[src/rtl/prog_loader_pkg.sv]
// prog_loader_pkg: types and constants shared by the program loader files.
//   prog_state_t        - loader FSM states (WAIT, LOAD, CLEAR, BOOT, RUN)
//   addr_t / data_t     - 6-bit program address, 8-bit instruction word
//   PROG_DEPTH          - number of program words (full addr_t space)
//   BOOT_CYCLES_DEFAULT - cycles the CPU stays in reset after a load
package prog_loader_pkg;

  localparam int ADDR_W              = 6;
  localparam int DATA_W              = 8;
  localparam int PROG_DEPTH          = 64;
  localparam int BOOT_CYCLES_DEFAULT = 2;

  typedef logic [ADDR_W-1:0] addr_t;
  typedef logic [DATA_W-1:0] data_t;

  typedef enum logic [2:0] {
    ST_WAIT  = 3'd0,
    ST_LOAD  = 3'd1,
    ST_CLEAR = 3'd2,
    ST_BOOT  = 3'd3,
    ST_RUN   = 3'd4
  } prog_state_t;

endpackage

[src/rtl/prog_loader_ram.sv]
// prog_ram: program storage, DEPTH x 8 bits.
//   clock             - write clock
//   we_i/waddr_i/wdata_i - synchronous write port
//   raddr_i/rdata_o   - asynchronous read port
// Contents are deliberately not reset so a reset keeps written words.
module prog_ram
  import prog_loader_pkg::*;
#(
  parameter int DEPTH = PROG_DEPTH
) (
  input  logic  clock,
  input  logic  we_i,
  input  addr_t waddr_i,
  input  data_t wdata_i,
  input  addr_t raddr_i,
  output data_t rdata_o
);

  data_t mem [DEPTH];

  // Synchronous write port
  always_ff @(posedge clock) begin
    if (we_i) begin
      mem[waddr_i] <= wdata_i;
    end
  end

  assign rdata_o = mem[raddr_i];

endmodule

[src/rtl/prog_loader.sv]
// prog_loader: loads a program image from a host into program RAM, zero-fills
// the unused tail, holds the CPU in reset for BOOT_CYCLES, then releases it.
//   clock, reset      - clock and synchronous active-low reset
//   cpu_addr/cpu_data - CPU instruction fetch (data is 00 unless running)
//   cpu_reset         - active-low CPU reset, high only in RUN
//   load_start        - pulse requesting a new load (honoured in WAIT/RUN)
//   load_valid/data/last, load_ready - host word handshake
//   busy              - high in every state except RUN
//   loaded_words      - words accepted by the most recent load
module prog_loader
  import prog_loader_pkg::*;
#(
  parameter int BOOT_CYCLES = BOOT_CYCLES_DEFAULT,
  parameter int DEPTH       = PROG_DEPTH
) (
  input  logic       clock,
  input  logic       reset,
  input  addr_t      cpu_addr,
  output data_t      cpu_data,
  output logic       cpu_reset,
  input  logic       load_start,
  input  logic       load_valid,
  input  data_t      load_data,
  input  logic       load_last,
  output logic       load_ready,
  output logic       busy,
  output logic [6:0] loaded_words
);

  localparam addr_t      LAST_ADDR = addr_t'(DEPTH - 1);
  localparam logic [7:0] BOOT_LOAD = 8'(BOOT_CYCLES - 1);

  prog_state_t state_q, state_d;
  addr_t       ptr_q, ptr_d;
  logic [7:0]  boot_cnt_q, boot_cnt_d;
  logic [6:0]  words_q, words_d;
  logic        ram_we;
  data_t       ram_wdata;
  data_t       ram_rdata;

  // Next-state, pointer, counter and RAM write control
  always_comb begin
    state_d    = state_q;
    ptr_d      = ptr_q;
    boot_cnt_d = boot_cnt_q;
    words_d    = words_q;
    ram_we     = 1'b0;
    ram_wdata  = 8'h00;
    case (state_q)
      ST_WAIT, ST_RUN: begin
        if (load_start) begin
          state_d = ST_LOAD;
          ptr_d   = 6'd0;
          words_d = 7'd0;
        end else begin
          state_d = state_q;
        end
      end
      ST_LOAD: begin
        // load_ready is high for the whole state, so valid alone accepts
        if (load_valid) begin
          ram_we    = 1'b1;
          ram_wdata = load_data;
          ptr_d     = ptr_q + 6'd1;
          words_d   = words_q + 7'd1;
          if (ptr_q == LAST_ADDR) begin
            // Memory is full: nothing left to clear
            state_d    = ST_BOOT;
            boot_cnt_d = BOOT_LOAD;
          end else if (load_last) begin
            state_d = ST_CLEAR;
          end else begin
            state_d = ST_LOAD;
          end
        end else begin
          state_d = ST_LOAD;
        end
      end
      ST_CLEAR: begin
        ram_we = 1'b1;
        ptr_d  = ptr_q + 6'd1;
        if (ptr_q == LAST_ADDR) begin
          state_d    = ST_BOOT;
          boot_cnt_d = BOOT_LOAD;
        end else begin
          state_d = ST_CLEAR;
        end
      end
      ST_BOOT: begin
        // Loaded with BOOT_CYCLES-1 so the state lasts exactly BOOT_CYCLES
        if (boot_cnt_q == 8'd0) begin
          state_d = ST_RUN;
        end else begin
          boot_cnt_d = boot_cnt_q - 8'd1;
        end
      end
      default: begin
        state_d = ST_WAIT;
      end
    endcase
  end

  // State and bookkeeping registers
  always_ff @(posedge clock) begin
    if (!reset) begin
      state_q    <= ST_WAIT;
      ptr_q      <= 6'd0;
      boot_cnt_q <= 8'd0;
      words_q    <= 7'd0;
    end else begin
      state_q    <= state_d;
      ptr_q      <= ptr_d;
      boot_cnt_q <= boot_cnt_d;
      words_q    <= words_d;
    end
  end

  // Writes are suppressed on a reset edge so reset never corrupts memory
  prog_ram #(.DEPTH(DEPTH)) u_ram (
    .clock   (clock),
    .we_i    (ram_we & reset),
    .waddr_i (ptr_q),
    .wdata_i (ram_wdata),
    .raddr_i (cpu_addr),
    .rdata_o (ram_rdata)
  );

  assign cpu_reset    = (state_q == ST_RUN);
  assign busy         = (state_q != ST_RUN);
  assign load_ready   = (state_q == ST_LOAD);
  assign cpu_data     = (state_q == ST_RUN) ? ram_rdata : 8'h00;
  assign loaded_words = words_q;

endmodule

[config.mk]
export PLATFORM = sky130hd
export DESIGN_NAME = prog_loader
export DESIGN_NICKNAME = d
export VERILOG_FILES = /design/src/rtl/prog_loader_pkg.sv /design/src/rtl/prog_loader_ram.sv /design/src/rtl/prog_loader.sv
export SDC_FILE = /design/constraint.sdc
export NUM_CORES = 1
export LEC_CHECK = 0
export ABC_AREA = 1
export CORE_MARGIN = 3
export CORE_UTILIZATION = 56
export DETAILED_ROUTE_END_ITERATION = 8
export PLACE_DENSITY = 0.85
export SLEW_MARGIN = 20
export SYNTH_ARGS = -nofsm -noshare
export SYNTH_HDL_FRONTEND = slang
export SYNTH_SLANG_ARGS = --single-unit
[constraint.sdc]
create_clock -name clock -period 3.2 [get_ports clock]
set_input_delay 0.8 -clock clock [delete_from_list [all_inputs] [get_ports clock]]
set_output_delay 0.8 -clock clock [all_outputs]
set_load 0.02 [all_outputs]
Word-level counts from Yosys, hierarchy flattened --
Memory sizes are Yosys's and may differ from the RTL's. Index checks and enable logic that the tools add are counted.
Storage, ports and cells: flip-flop bits (word level) 24, memory bits (writable) 512, input port bits 19, word-level logic and storage cells 53, memories 1
Cells by class: add/sub/neg operators 3, equality and inequality tests 10, muxes and demuxes 24, bitwise gates (word level) 1, reductions and logical operators 10
Memories:
- u_ram.mem | depth 64, bits a word 8, read ports 1, clocked after memory_dff 0, wr ports 1, line prog_loader_ram.sv:19 | data_t mem [DEPTH];
Operator list (count):
- $mux W8 | 6
- $pmux W8 S3 | 1
- $pmux W6 S3 | 1
- $mux W7 | 2
- $pmux W7 S2 | 1
- $mux W6 | 2
- $pmux W3 S4 | 1
- $mux W3 | 3
- $reduce_and A3 Y1 | 3
- $logic_not A8 Y1 | 1
- $ne A2 B2 Y1 const B | 4
- $sub A8 B1 Y8 const B | 1
- $add A7 B1 Y7 const B | 1
- $add A6 B1 Y6 const B | 1
- $eq A3 B2 Y1 const B | 2
- $eq A6 B6 Y1 const B | 1
- $reduce_bool A3 Y1 | 2
- $mux W1 | 4
- $mux W2 | 2
- $eq A3 B1 Y1 const B | 1
- $eq A3 B3 Y1 const B | 1
- $logic_not A3 Y1 | 1
- $ne A3 B3 Y1 const B | 1
- $pmux W1 S2 | 1
- 4 further kinds | 4

Depth between registers and ports, before layout --
Gate-level depths: netlist of run 1.
word-level depth 5, depth in mapped cells 12

Cells and area by module --
Synthesis of run 1 repeated with hierarchy kept, for this count alone.
Unflattened totals: cells, all modules 2048, area total of the unflattened synthesis 22799.4 um2
By module, submodules not included:
- prog_ram | instances 1, cells each 1797, area an instance 21179.1 um2, sequential area each 15374.7 um2
- prog_loader | instances 1, cells each 251, area an instance 1620.3 um2, sequential area each 480.5 um2

Worst setup path after synthesis of run 1 --
OpenSTA, ideal clock, no wires.
path type in2reg, start point in load_valid, end point mem u_ram.mem[0][6] (netlist name), data pin, arrival time 2.672 ns, required time 2.701 ns, setup slack 0.029 ns, stages on the path 3, buffers on the path 1, path through clkbuf_1 nand2_1 nor2_1
Between the ends: word-level cells in the longest chain between the ends 2
RTL lines:
- start, declared | line prog_loader.sv:22 | input logic load_valid,
- $mux W8 | line prog_loader.sv:61 | if (load_valid) begin
- $mux W8 | line prog_loader.sv:49 | case (state_q)
- named net ram_wdata[6] | line prog_loader.sv:38 | data_t ram_wdata;
- end, declared | line prog_loader_ram.sv:19
The timed path passes the listed nets, and every way through them passes these cells.

Final worst setup path of run 1 --
start point in cpu_addr[0], end point out cpu_data[5]
Between the ends: word-level cells in the longest chain between the ends 2
RTL lines:
- start, declared | line prog_loader.sv:18 | input addr_t cpu_addr,
- $mem_v2 Z64 W8
- $mux W8 | line prog_loader.sv:131 | assign cpu_data = (state_q == ST_RUN) ? ram_rdata : 8'h00;
- end, declared | line prog_loader.sv:19 | output data_t cpu_data,
Every way passes these cells.

==> impl_metrics.json, run 1 <==
{
  "synth_compound_area_share_pct": 1.20,
  "clock_latency_ns": 0.59,
  "hold_start": "boot_cnt_q[0]",
  "synth.avg_cell_area_um2": 11.2,
  "diodes": 0,
  "dr_total_vias": 16800,
  "grt_pass1_wl_um": 91800,
  "combPwrFrac_pct": 8.3,
  "initialDrtViolationCount": 2663,
  "crit_path_max_incr_delay_ns": 0.28,
  "drv_cap": 0,
  "place_congestion": 0.909,
  "area_growth_pct": 21.6,
  "n_fill_cell": 2420,
  "yosysUniqueCellTypes": 37,
  "synth_top_family_by_area": "simple AND/OR/NAND/NOR gates",
  "synth_adder_area_share_pct": 0.225,
  "hold_class": "flop to flop",
  "worst_slew_pin_slew_ns": 0.540,
  "setup_viol": 1,
  "r2r_setup_slack_ns": 0.81,
  "worst_hold_path.endpoint": "boot_cnt_q[0]",
  "tritoncts": "done",
  "min_path_cells": 1,
  "worstReg2RegStart": "state_q[2]",
  "crit_fanout": 22,
  "worstPathRequired_ns": 2.40,
  "cts-htree-levels": 2,
  "die_area_um2": 42100,
  "power-per-cell-area_nw_per_um2": 543,
  "grt_max_degree": 65,
  "globalRouteTotalUtil_pct": 28.8,
  "yosysSeqAreaShare_pct": 71.3,
  "io_buffers": 36,
  "timing_worst_setup_path_type": "input pin to primary output",
  "setup_slack_ns": -0.0917,
  "synth-xor-area-share_pct": 0.118,
  "vias_per_cell": 6.23,
  "cts.sinks": 536,
  "switching_share_pct": 22.6,
  "drive_gt1_share_pct": 16.4,
  "p_switching_uw": 3320,
  "status": "finished with violations",
  "syn_nets": 2016,
  "die_w_um": 205,
  "maxSlewViolCount": 0,
  "final_area_um2": 27100,
  "dp_hpwl_um": 34300,
  "crit_chain": "buf_16, buf_8, buf_12, nand2_1, nand3_1, nand3_1, nand2_1, nand2_1, nand3_1, nand3_1, a21oi_2, buf_6",
  "r2r.worst_path.cells": 8,
  "pin_count": 37,
  "tns_ns": -0.0917,
  "crit_path_end_kind": "primary output",
  "wire_per_inst_um": 23.4,
  "power_frac_clock_pct": 39.4,
  "ant_nets": 0,
  "relSlewSlack_pct": 63.9,
  "die_y_um": 205,
  "netlist_instances": 1993,
  "skew_ns": 0.0244,
  "fin_nets": 2176,
  "wl_um": 63200,
  "synth-simple-area-share_pct": 24.2,
  "placed_area_um2": 24400,
  "violations": "setup timing",
  "cts_buffers": 50,
  "cts_root_buffer": "clkbuf_16",
  "synthMuxAreaShare_pct": 0,
  "p_leak_uw": 0.0101,
  "fin_crit_ns": 3.29,
  "ys_warn_count": 0,
  "ys_ff_latch": 536,
  "fmax_ghz": 0.304,
  "syn_area_um2": 22200,
  "internal-power_uw": 11400,
  "grt-ovfl-total": 0,
  "r2r-end": "u_ram.mem[8][6]",
  "yosysTopAreaCell": "edfxtp_1",
  "critPathArrivalTime_ns": 2.49,
  "seq_power_share_pct": 52.3,
  "core_um2": 38900,
  "drc": 0,
  "ir_drop_mv": 0.378,
  "cpMostUsedCell": "nand3_1",
  "crit_slowest_cell": "a21oi_2",
  "antenna_found_initial": 1,
  "ys_top_cells_by_area": "edfxtp_1 69%, nand2_1 12%, nand3_1 10%",
  "rows": 72,
  "finalCritPeriodShare_pct": 103,
  "firstDrtPassIters": 7,
  "synth_top_cell_area_share_pct": 69.1,
  "initial_core_util_pct": 57.1,
  "hold_violations": 0,
  "clk_path_buf_depth": 3,
  "clk_pin_slew_ns": 0.06,
  "start_kind": "input pin",
  "first_global_vias": 16500
}
## worst max-delay path, delay by kind of cell
family                 cells  cell delay, ns
AO/OA/AOI/OAI              1            0.28
AND/OR/NAND/NOR            7            0.74
buffers and inverters      4            0.65
## power by group through the flow
| stage | Sequential (µW) | Clock (µW) | Combinational [µW] |
|---|---|---|---|
| after floorplan | 7830 | 0 | 559 |
| after global placement | 7820 | 0 | 962 |
| after detailed placement | 7820 | 0 | 989 |
| after CTS | 7670 | 5800 | 1080 |
| after global routing | 7670 | 6060 | 1290 |
| final | 7670 | 5780 | 1220 |
## worst max path at each step
stage	startpoint	end	slack [ns]	depth (start not counted)
after floorplan	load_valid	u_ram.mem[0][6]	0.03	3
after global placement	cpu_addr[3]	cpu_data[7]	-0.55	9
after detailed placement	cpu_addr[0]	cpu_data[1]	-0.62	13
after CTS	cpu_addr[0]	cpu_data[2]	0.004	12
after global routing	cpu_addr[0]	cpu_data[5]	-0.08	12
final	cpu_addr[0]	cpu_data[5]	-0.09	12
## per-layer routing
metal	vias to the layer above	GRT usage (%)	share of wire [%]
met4	2	13.7	4.1
met5	-	0	0.017
li1	7262	-	-
met1	7984	36.7	34
met3	232	6.68	13
met2	1369	47.0	49
## cell usage after synthesis (all sizes together)
cell	n
dfxtp	24
o22ai	1
a31oi	1
nor3b	1
xor2	1
o21ai	15
ha	4
xnor2	2
buf	85
a21oi	26
inv	38
nor3	9
nand3	449
edfxtp	512
nor2	101
clkinv	2
clkbuf	26
nand2	687
or2	1
nand4	4
o21a	2
a211oi	2
## registers in the layout (all words and copies together), names as in the netlist
| signal | cells |
|---|---|
| loaded_words | 7 |
| state_q | 3 |
| ptr_q | 6 |
| boot_cnt_q | 8 |
| u_ram.mem | 512 |
## cell families (layout without fill, tap and decap cells)
kind of cell,Yosys count,after routing
buffers and inverters,151,346
DFF,536,536
xor gates and xnor gates,3,3
AOI/OAI and AO/OA,47,47
and+or+nand+nor,1252,1252
adders and majority gates,4,4
## cell type report
class	count	area, µm²	share of cell area, %
sequential	536	15900	58.6
multi-input combinational	1306	6060	22.4
timing repair buffer	218	2730	10.1
clock buffer	59	1330	4.90
tap	518	648	2.40
clock inverter	28	230	0.851
inverter	40	188	0.694
timing repair inverter	1	16.3	0.0601
## placed cells by master, fill, tap and decap left out, types with 3 or more instances in the layout
cell type        instances
inv_2                    9
nor3_1                   6
dfxtp_1                 24
o21ai_0                 10
bufinv_16                4
nor2_2                   3
nand4_1                  4
ha_1                     4
buf_16                  14
clkinv_1                16
nand3_1                411
nor2_4                   9
nand2_2                 19
a21oi_4                  5
nor2_1                  88
inv_1                   26
nand2_1                667
clkbuf_1                 6
clkdlybuf4s50_1         22
buf_4                  117
buf_12                  38
clkbuf_16               62
buf_6                    8
clkinv_2                 8
buf_8                    3
a21oi_1                 18
edfxtp_1               512
a21oi_2                  3
o21ai_1                  3
nand3_2                 36
## metrics by stage
stage	util [%]	setup WS, ns	std cells	power [µW]	hold slack, ns
floorplan	-	0.0286	1993	8390	0.431
global placement	62.7	-0.550	2591	8790	0.449
detailed placement	62.7	-0.616	2591	8810	0.457
CTS	67.8	0.00411	2690	14600	0.464
global route	69.5	-0.0762	2706	15000	0.507
finish	69.5	-0.0917	2706	14700	0.464
## timing repair
action                     in CTS  in global routing
cloned                          9                 11
resized for setup              74                 82
pin swaps                       5                 14
hold buffers                    0                  0
setup endpoints to repair       8                  8
setup buffers                   3                  5
Note: power is estimated with default switching activity, not from simulation.
==> inputs of run 2 (changes only) <==
--- a/config.mk
+++ b/config.mk
@@ -7,9 +7,9 @@
 export LEC_CHECK = 0
 export ABC_AREA = 1
 export CORE_MARGIN = 3
-export CORE_UTILIZATION = 56
+export CORE_UTILIZATION = 60
 export DETAILED_ROUTE_END_ITERATION = 8
-export PLACE_DENSITY = 0.85
+export PLACE_DENSITY = 0.87
 export SLEW_MARGIN = 20
 export SYNTH_ARGS = -nofsm -noshare
 export SYNTH_HDL_FRONTEND = slang
==> constraint.sdc (replaced) <==
create_clock -name clock -period 4.2 [get_ports clock]
set_input_delay 1.05 -clock clock [delete_from_list [all_inputs] [get_ports clock]]
set_output_delay 1.05 -clock clock [all_outputs]
set_load 0.1 [all_outputs]
==> run 2 against run 1 <==
  * The flow now finishes without violations
  * Clock skew shrank 0.0068 ns
  * Highest routed layer is now met4
  * Sequential power shrank 24%
  * Non-clock buffer count down 84
  * Clock-buffer cell count is 4 higher
  * Hold slack gained 0.016 ns
  * Final cell count is 5.0% lower
  * Global-route usage increased by 0.052 points
  * Register-to-register slack better by 0.04 ns
  * Wire length fell by 11%
  * Worst setup slack improved by 0.25 ns
  * Sequential share of layout area is 3.6 points higher
  * Critical path depth decreased by 5
==> impl_metrics.json, run 2 (synthesis gave the netlist of run 1 again) <==
{
  "worstPathRequired_ns": 3.15,
  "cpMostUsedCell": "nand3_1",
  "drv_cap": 0,
  "area_growth_pct": 14.6,
  "cpLargestDelayFamily": "buffers and inverters",
  "vias_per_cell": 6.24,
  "antenna_found_initial": 0,
  "dp_hpwl_um": 33200,
  "place_inst": 2477,
  "rows": 69,
  "initialDrtViolationCount": 2509,
  "relSlewSlack_pct": 33.6,
  "tritoncts": "done",
  "die_w_um": 199,
  "crit_path_end_kind": "primary output",
  "core_um2": 36100,
  "crit_fanout": 26,
  "cts_root_buffer": "clkbuf_16",
  "fin_crit_ns": 4.04,
  "start_kind": "input pin",
  "grt_pass1_wl_um": 87100,
  "instances_no_fill": 2571,
  "cts_resized": 0,
  "initial_core_util_pct": 61.6,
  "skew_ns": 0.0176,
  "status": "complete, no violations",
  "layout_commonest_cell": "nand2_1",
  "crit_path_max_incr_delay_ns": 0.65,
  "ir_drop_mv": 0.381,
  "power-per-cell-area_nw_per_um2": 439,
  "n_fill_cell": 2248,
  "hold_violations": 0,
  "seqCellArea_um2": 15900,
  "grt_max_degree": 65,
  "hold_buffers": 0,
  "cts.sinks": 536,
  "rsz0062_at_grt": "false",
  "globalRouteTotalUtil_pct": 28.8,
  "largest_register_ffs": 512,
  "grt-ovfl-total": 0,
  "wire_per_inst_um": 21.9,
  "fin_nets": 2093,
  "first_global_vias": 15800,
  "fmax_ghz": 0.248,
  "maxSlewViolCount": 0,
  "worst_slew_pin_slew_ns": 0.993,
  "die_y_um": 199,
  "drive_gt1_share_pct": 11.1,
  "crit_chain": "clkdlybuf4s50_1, buf_4, nand2_1, nand3_1, nand3_1, a21oi_2, buf_12",
  "pin_count": 37,
  "wl_um": 56300,
  "fin_util_pct": 70.6,
  "critPathArrivalTime_ns": 2.99,
  "drc": 0,
  "p_leak_uw": 0.00938,
  "cts_buffers": 52,
  "die_area_um2": 39400,
  "clk_pin_slew_ns": 0.06,
  "final_cell_mix": "682 x nand2_1, 512 x edfxtp_1, 446 x nand3_1, 87 x nor2_1, 84 x buf_4",
  "io_buffers": 36,
  "firstDrtPassIters": 8,
  "setup_viol": 0,
  "largest-register": "u_ram.mem",
  "finalCritPeriodShare_pct": 96.2,
  "ant_nets": 0,
  "crit_slowest_cell": "clkdlybuf4s50_1",
  "clock_latency_ns": 0.59,
  "timing_worst_setup_path_type": "input pin to primary output",
  "hold_class": "flop to flop",
  "post-cts-setup-buffer-count": 0,
  "dr_total_vias": 16000,
  "multi_input_area_um2": 5850,
  "place_congestion": 0.901,
  "clk_path_buf_depth": 3,
  "cts-htree-levels": 2,
  "path_buf_inv": 3,
  "diodes": 0
}
## run 2: final timing paths
check | startpoint | to | slack, ns | depth (start not counted)
max reg2reg | state_q[2] | u_ram.mem[1][1] | 0.85 | 8
min | boot_cnt_q[0] | boot_cnt_q[0] | 0.48 | 1
max | cpu_addr[3] | cpu_data[7] | 0.16 | 7
min reg2reg | boot_cnt_q[0] | boot_cnt_q[0] | 0.48 | 1
## run 2: per-stage QoR
| stage | TNS, ns | setup WS [ns] | instance area [µm²] | total power (µW) | hold WS, ns |
|---|---|---|---|---|---|
| 5_1_grt | 0 | 0.0972 | 25500 | 11500 | 0.510 |
| 3_3_place_gp | 0 | 0.215 | 23800 | 6690 | 0.452 |
| 3_5_place_dp | 0 | 0.239 | 23800 | 6710 | 0.465 |
| 4_1_cts | 0 | 0.231 | 25500 | 11200 | 0.480 |
| 2_1_floorplan | -0.629 | -0.157 | 22300 | 6440 | 0.431 |
| 6_report | 0 | 0.161 | 25500 | 11200 | 0.480 |
## run 2: layout make-up
class | count | area share, %
clock inverters | 31 | 1.20
well taps | 461 | 2.26
multi-input cells | 1306 | 23.0
flip-flops and latches | 536 | 62.2
repair buffers | 134 | 5.45
clock buffers | 63 | 5.27
inverters | 40 | 0.619
## run 2: report_power, final
group / switching (µW) / internal (µW) / total, µW
clock network: 1980 / 2590 / 4570
registers: 12.4 / 5840 / 5850
logic: 561 / 213 / 774
total: 2550 / 8640 / 11200
## run 2: routing by layer
| layer | GRT usage (%) | vias up | routed length (µm) |
|---|---|---|---|
| met3 | 5.81 | 182 | 6500 |
| met1 | 38.1 | 7663 | 20300 |
| li1 | - | 7095 | - |
| met5 | 0 | - | 0 |
| met4 | 12.3 | 0 | 2210 |
| met2 | 47.3 | 1093 | 27300 |
==> inputs of run 3 (changes only) <==
--- a/config.mk
+++ b/config.mk
@@ -10,7 +10,7 @@
 export CORE_UTILIZATION = 60
 export DETAILED_ROUTE_END_ITERATION = 8
 export PLACE_DENSITY = 0.87
-export SLEW_MARGIN = 20
+export SLEW_MARGIN = 40
 export SYNTH_ARGS = -nofsm -noshare
 export SYNTH_HDL_FRONTEND = slang
 export SYNTH_SLANG_ARGS = --single-unit
==> run 3 against run 2 <==
  * Core utilization is essentially flat
  * Wire length decreased by 0.36%
  * Critical path depth unchanged
  * Flip-flop and latch count is the same
  * Clock power barely moved
  * Highest routed layer is now met5
==> impl_metrics.json, run 3 (synthesis gave the netlist of run 1 again) <==
{
  "rows": 69,
  "ant_nets": 0,
  "largest-register": "u_ram.mem",
  "worstPathRequired_ns": 3.15,
  "critPathArrivalTime_ns": 2.99,
  "cts_resized": 0,
  "die_area_um2": 39400,
  "grt-ovfl-total": 0,
  "fin_nets": 2093,
  "drv_cap": 0,
  "drc": 0,
  "post-cts-setup-buffer-count": 0,
  "timing_worst_setup_path_type": "input pin to primary output",
  "grt_max_degree": 65,
  "skew_ns": 0.0128,
  "firstDrtPassIters": 5,
  "tritoncts": "done",
  "use_met3_pct": 5.76,
  "crit_chain": "clkdlybuf4s50_1, buf_4, nand2_1, nand3_1, nand3_1, a21oi_2, buf_12",
  "place_congestion": 0.901,
  "cts.sinks": 536,
  "fin_util_pct": 70.6,
  "die_y_um": 199,
  "p_switching_uw": 2530,
  "wire_per_inst_um": 21.8,
  "r2r_setup_slack_ns": 0.92,
  "clock_latency_ns": 0.60,
  "tns_ns": 0,
  "dr_total_vias": 16000,
  "area_growth_pct": 14.5,
  "busiest_layer": "met2",
  "cts_buffers": 52,
  "dp_hpwl_um": 33300,
  "diodes": 0,
  "status": "complete, no violations",
  "combPwrFrac_pct": 6.9,
  "finalCritPeriodShare_pct": 96.3,
  "die_w_um": 199,
  "crit_start": "cpu_addr[3]",
  "switching_share_pct": 22.6,
  "grt.met2_usage_pct": 47.3,
  "fmax_ghz": 0.247,
  "holdWs_ns": 0.474,
  "r2r-end": "u_ram.mem[1][1]",
  "initialDrtViolationCount": 2259,
  "wl_um": 56100,
  "worstReg2RegStart": "state_q[2]",
  "largest_register_ffs": 512,
  "rsz0062_at_grt": "false",
  "internal-power_uw": 8670,
  "worst_slew_pin_slew_ns": 0.801,
  "core_um2": 36100,
  "hold_violations": 0,
  "setup_viol": 0,
  "relSlewSlack_pct": 46.4,
  "crit_path_end_kind": "primary output",
  "grt_pass1_wl_um": 86600,
  "p_leak_uw": 0.00941,
  "n_fill_cell": 2253,
  "cts_root_buffer": "clkbuf_16",
  "vias_per_cell": 6.23,
  "crit_slowest_cell": "clkdlybuf4s50_1",
  "clk_pin_slew_ns": 0.06,
  "initial_core_util_pct": 61.6,
  "min_path_cells": 1,
  "clk_path_buf_depth": 3,
  "power-per-cell-area_nw_per_um2": 440,
  "io_buffers": 36,
  "pin_count": 37,
  "fin_crit_ns": 4.04,
  "start_kind": "input pin",
  "power_frac_clock_pct": 40.9,
  "crit_fanout": 26,
  "globalRouteTotalUtil_pct": 28.7,
  "ir_drop_mv": 0.389,
  "maxSlewViolCount": 0,
  "hold_buffers": 0,
  "final_cell_mix": "682 x nand2_1, 512 x edfxtp_1, 446 x nand3_1, 87 x nor2_1, 84 x buf_4",
  "seq_power_share_pct": 52.2,
  "met1_usage_pct": 37.5,
  "cpMostUsedCell": "nand3_1",
  "drive_gt1_share_pct": 11.6,
  "r2r.worst_path.cells": 8,
  "first_global_vias": 15600,
  "endpoint": "cpu_data[7]",
  "crit_path_max_incr_delay_ns": 0.64,
  "cts-htree-levels": 2,
  "hold_class": "flop to flop",
  "antenna_found_initial": 1,
  "layout_commonest_cell": "nand2_1"
}
==> run 3: stage by stage <==
step	cell area (µm²)	setup slack [ns]	total power [µW]	instances
after floorplan	22300	-0.157	6440	1993
after global placement	23800	0.215	6690	2477
after detailed placement	23800	0.235	6710	2477
after CTS	25500	0.201	11200	2573
after global routing	25500	0.0919	11500	2573
final	25500	0.156	11200	2573
==> run 3: power by group through the flow <==
stage | registers [µW] | logic [µW] | clock network (µW)
3_3_place_gp | 5960 | 724 | 0
4_1_cts | 5850 | 757 | 4620
2_1_floorplan | 5970 | 469 | 0
6_report | 5850 | 772 | 4580
3_5_place_dp | 5960 | 747 | 0
5_1_grt | 5850 | 828 | 4840
==> run 3: how the worst min path moves through the flow <==
| stage | slack [ns] | startpoint | to |
|---|---|---|---|
| after global placement | 0.45 | boot_cnt_q[0] | boot_cnt_q[0] |
| after CTS | 0.47 | boot_cnt_q[0] | boot_cnt_q[0] |
| after floorplan | 0.43 | boot_cnt_q[0] | boot_cnt_q[0] |
| final | 0.47 | boot_cnt_q[0] | boot_cnt_q[0] |
| after detailed placement | 0.46 | boot_cnt_q[0] | boot_cnt_q[0] |
| after global routing | 0.48 | boot_cnt_q[0] | boot_cnt_q[0] |
==> run 3: final cells by class <==
class	count	area (µm²)	share of cell area [%]
clock buffer	66	1410	5.52
clock inverter	30	267	1.05
inverter	40	158	0.619
multi-input combinational	1306	5850	23.0
sequential	536	15900	62.3
tap	461	577	2.26
timing repair buffer	134	1350	5.31
==> run 3: critical path, delay by kind of cell <==
kind / cells / cell delay (ns)
AOI/OAI and AO/OA: 1 / 0.25
and+or+nand+nor: 3 / 0.43
buffers and inverters: 3 / 1.24
==> run 3: layer usage <==
layer	vias up	wire (µm)
li1	7097	-
met1	7604	20000
met2	1147	27200
met3	177	6650
met4	2	2320
met5	-	12
